File: config.mk
export PLATFORM = sky130hd
export DESIGN_NAME = gpio_pad_ctrl
export DESIGN_NICKNAME = d
export VERILOG_FILES = /design/src/rtl/gpio_pad_ctrl.sv
export SDC_FILE = /design/constraint.sdc
export NUM_CORES = 1
export LEC_CHECK = 0
export CAP_MARGIN = 30
export CORE_AREA = 5 5 42 44
export DETAILED_ROUTE_END_ITERATION = 10
export DIE_AREA = 0 0 47 49
export GPL_TIMING_DRIVEN = 0
export PLACE_DENSITY = 0.58
export RECOVER_POWER = 100
export SLEW_MARGIN = 20
export SYNTH_ARGS = -nofsm -noshare
export SYNTH_HDL_FRONTEND = slang
export SYNTH_SLANG_ARGS = --single-unit
File: constraint.sdc
create_clock -name clk -period 1.3 [get_ports clk]
set_input_delay 0.325 -clock clk [delete_from_list [all_inputs] [get_ports clk]]
set_output_delay 0.325 -clock clk [all_outputs]
set_load 0.1 [all_outputs]
File: src/rtl/gpio_pad_ctrl.sv
// GPIO pad controller: registered pad drive (push-pull / open-drain) and a synchronised, glitch-filtered pad input.
// Optional sticky edge interrupt enabled by defining GPIO_IRQ_EN.
module gpio_pad_ctrl #(
  parameter int SYNC_STAGES = 2,
  parameter int FILT_CYC    = 8
) (
  input  logic clk,
  input  logic rst_n,
  input  logic out_val,
  input  logic oe,
  input  logic od_mode,
  output logic in_val,
  output logic rise_pulse,
  output logic fall_pulse,
  input  logic irq_rise_en,
  input  logic irq_fall_en,
  input  logic irq_clr,
  output logic irq,
  output logic c2p,
  output logic c2p_en,
  input  logic p2c
);

  localparam int CNT_W = $clog2(FILT_CYC + 1);
  localparam logic [CNT_W-1:0] CNT_LAST = CNT_W'(FILT_CYC - 1);
  localparam logic [CNT_W-1:0] CNT_ONE  = CNT_W'(1);

  logic [SYNC_STAGES-1:0] sync_r;
  logic                   sync_s;
  logic [CNT_W-1:0]       cnt_r;
  logic                   in_val_r;
  logic                   rise_r;
  logic                   fall_r;
  logic                   c2p_r;
  logic                   c2p_en_r;

  // Pad drive: open-drain only ever enables the driver to pull low.
  always_ff @(posedge clk or negedge rst_n) begin
    if (!rst_n) begin
      c2p_r    <= 1'b0;
      c2p_en_r <= 1'b0;
    end else if (od_mode) begin
      c2p_r    <= 1'b0;
      c2p_en_r <= oe & ~out_val;
    end else begin
      c2p_r    <= out_val;
      c2p_en_r <= oe;
    end
  end

  // Input synchroniser chain for the asynchronous pad level.
  always_ff @(posedge clk or negedge rst_n) begin
    if (!rst_n) begin
      sync_r <= '0;
    end else begin
      sync_r <= {sync_r[SYNC_STAGES-2:0], p2c};
    end
  end

  assign sync_s = sync_r[SYNC_STAGES-1];

  // Glitch filter: a new level must persist FILT_CYC cycles; any agreement restarts the count.
  always_ff @(posedge clk or negedge rst_n) begin
    if (!rst_n) begin
      cnt_r    <= '0;
      in_val_r <= 1'b0;
      rise_r   <= 1'b0;
      fall_r   <= 1'b0;
    end else begin
      rise_r <= 1'b0;
      fall_r <= 1'b0;
      if (sync_s == in_val_r) begin
        cnt_r <= '0;
      end else if (cnt_r == CNT_LAST) begin
        in_val_r <= sync_s;
        cnt_r    <= '0;
        rise_r   <= sync_s;
        fall_r   <= ~sync_s;
      end else begin
        cnt_r <= cnt_r + CNT_ONE;
      end
    end
  end

  assign in_val     = in_val_r;
  assign rise_pulse = rise_r;
  assign fall_pulse = fall_r;
  assign c2p        = c2p_r;
  assign c2p_en     = c2p_en_r;

`ifdef GPIO_IRQ_EN
  logic irq_r;
  logic irq_set_s;

  assign irq_set_s = (rise_r & irq_rise_en) | (fall_r & irq_fall_en);

  // Sticky interrupt; a new event outranks a simultaneous clear.
  always_ff @(posedge clk or negedge rst_n) begin
    if (!rst_n) begin
      irq_r <= 1'b0;
    end else begin
      irq_r <= irq_set_s | (irq_r & ~irq_clr);
    end
  end

  assign irq = irq_r;
`else
  logic unused_irq_s;

  assign unused_irq_s = irq_rise_en ^ irq_fall_en ^ irq_clr;
  assign irq          = 1'b0;
`endif

endmodule

==> flow_metrics.env <==
export IMPL_drive_gt1_share_pct=30.2
export IMPL_hold_class="flop to flop"
export IMPL_ff2ff_setup_slack_ns=0.07
export IMPL_ys_seq_elements=11
export IMPL_hp_start="sync_r[0]"
export IMPL_leakage_nw=0.296
export IMPL_finalWirelength_um=703
export IMPL_row_count=14
export IMPL_final_instance_count_excl_fill=59
export IMPL_ys_types=14
export IMPL_die_height_um=49
export IMPL_r2r_start="cnt_r[0]"
export IMPL_worst_path_max_fanout=4
export IMPL_reg2regPathDepth=3
export IMPL_route_met2_wl_um=379
export IMPL_fmax_mhz=811
export IMPL_vias_per_cell=4.37
export IMPL_crit_type="flop to flop"
export IMPL_h_tree_depth=1
export IMPL_synth_yosys_seq_area_share_pct=64.7
export IMPL_drt_iter0_markers=1
export IMPL_cts_sinks=11
export IMPL_synth_area_um2=425
export IMPL_vias=258
export IMPL_end_kind="flop"
export IMPL_area_delta_synth_final_pct=32.6
export IMPL_num_fill_cells=144
export IMPL_first_global_vias=270
export IMPL_yosysWarnings=0
export IMPL_drc=0
export IMPL_period_minus_slack_ns=1.23
export IMPL_status="complete, no violations"
export IMPL_syn_inst=29
export IMPL_finalClockSkew_ns=0.00181
export IMPL_max_cap_violations=0
export IMPL_finalHoldViolCount=0
export IMPL_portBuffers=10
export IMPL_highest_layer="met3"
export IMPL_r2r_end="in_val"
export IMPL_globalplace_congestion=0.588
export IMPL_cp_data_arrival_time_ns=1.38
export IMPL_pin_count=15
export IMPL_synth_avg_cell_area_um2=14.7
export IMPL_multi_input_area_um2=143
export IMPL_clkLatencyLatePin_ns=0.26
export IMPL_grt_setup_unrepaired="no"
export IMPL_final_nets=54
export IMPL_cts_setup_buffers=0
export IMPL_ctsLongestPathBuffers=2
export IMPL_wl_per_cell_um=11.9
export IMPL_overflow=0
export IMPL_die_w_um=47
export IMPL_critical_path_startpoint_type="flop"
export IMPL_clkTransAtPathRegs_ns=0.07
export IMPL_start_util_pct=30.4
export IMPL_m1WireLength_um=263
export IMPL_setup_slack_ns=0.0676
export IMPL_setup_viol=0
export IMPL_cts_root_buf="clkbuf_4"
export IMPL_drt_first_pass_iters=2
export IMPL_whs_ns=0.348
export IMPL_wl_met3_um=60
export IMPL_grt_max_degree=12
export IMPL_dp_cells=55
export IMPL_synth_nets=39
export IMPL_crit_start="cnt_r[0]"
export IMPL_post_place_ws_ns=-0.547
export IMPL_antenna_found_initial=0
export IMPL_pwr_density_cell_mw_per_mm2=1820
export IMPL_cts_tree="done"
export IMPL_vdd_drop_max_uv=573
export IMPL_fp_dieArea_mm2=0.00230
export IMPL_cp_endpoint="in_val"
export IMPL_fin_crit_sh_pct=94.8
export IMPL_cp_required_ns=1.44
export IMPL_globalRouteTotalUtil_pct=6.92
export IMPL_grt_first_pass_wirelength_mm=1.15
export IMPL_coreArea_mm2=0.00140
export IMPL_antenna_left=0
export IMPL_antenna_cells=0
export IMPL_final_max_slew_viol_count=0
export IMPL_numCtsBuffers=3
export IMPL_regArea_um2=277
[how the worst min path moves through the flow]
stage | endpoint | slack [ns] | cells past startpoint
detailed placement | sync_r[1] | 0.33 | 0
floorplan | c2p | 0.03 | 0
global route | sync_r[1] | 0.37 | 0
CTS | sync_r[1] | 0.35 | 0
finish | sync_r[1] | 0.35 | 0
global placement | sync_r[1] | 0.33 | 0
[power by group]
group | internal (mW) | switching, mW
combinational | 0.124 | 0.217
sequential | 0.401 | 0.0615
clock | 0.118 | 0.106
[synthesized netlist by cell type]
| library cell | number | area, um2 |
|---|---|---|
| nand3_1 | 1 | 5.00 |
| dfrtp_1 | 11 | 275 |
| conb_1 | 1 | 3.75 |
| ha_1 | 1 | 12.5 |
| nand3b_4 | 1 | 20.0 |
| a21boi_0 | 1 | 7.51 |
| mux2_4 | 1 | 15.0 |
| nor3b_1 | 2 | 15.0 |
| buf_4 | 1 | 7.51 |
| xnor2_1 | 2 | 17.5 |
| nor2_1 | 3 | 11.3 |
| nor2b_1 | 2 | 12.5 |
| nor3b_2 | 1 | 12.5 |
| mux2i_1 | 1 | 10.0 |
[placed cells by master, fill, tap and decap left out, drive strengths merged]
cell type and instances:
mux2 1, nor3b 3, dfrtp 11, clkdlybuf4s50 2, mux2i 1, nor2 3, nand3b 1, nand3 1
conb 1, xnor2 2, a21boi 1, nor2b 2, buf 2, clkbuf 8, dlygate4sd3 3, ha 1
[metal layers]
layer  up-vias  global-route usage, %
met4         0                      0
met1       127                   6.65
li1        123                      -
met2         8                   12.7
met5         -                      0
met3         0                   4.43
[registers in the layout (all words and copies together), names as in the netlist]
register    flops
c2p             1
fall_pulse      1
c2p_en          1
rise_pulse      1
in_val          1
sync_r          2
cnt_r           4
[worst max-delay path, cell delays in order, from the launching register on]
cell      delay, ns
dfrtp_1        0.42
ha_1           0.28
nand3b_4       0.12
mux2_4         0.30
[metrics by stage]
step	TNS [ns]	cell area, um2	utilization (%)	power [mW]
after floorplan	0	427	-	0.719
after global placement	-2.38	547	39.0	0.795
after detailed placement	-2.39	547	39.0	0.805
after CTS	0	561	40.0	1.03
after global routing	0	564	40.3	1.08
final	0	564	40.3	1.03
[repair_timing]
action                                  CTS  global route
gates resized for setup                  30             1
hold endpoints to repair                  0             0
hold buffers                              0             0
endpoints found under the setup margin    5             1
[kinds of logic (layout without fill, tap and decap cells)]
group,count (synthesis),in the layout,synth area share [%]
DFF,11,11,64.7
adders and majority gates,1,1,2.94
xor gates and xnor gates,2,2,4.12
muxes,2,2,5.88
and+or+nand+nor,10,10,17.9
AOI/OAI and AO/OA,1,1,1.77
buffers and inverters,1,15,1.77
other,1,1,0.882
[final cells by class]
type                            instances  area share (%)
Buffer                                  1            1.33
Clock buffer                            4            4.66
Multi-Input combinational cell         17            25.3
Sequential cell                        11            49.0
Tap cell                               16            3.55
Timing Repair Buffer                   10            16.2
No activity file was read; power rests on OpenSTA's default activity.
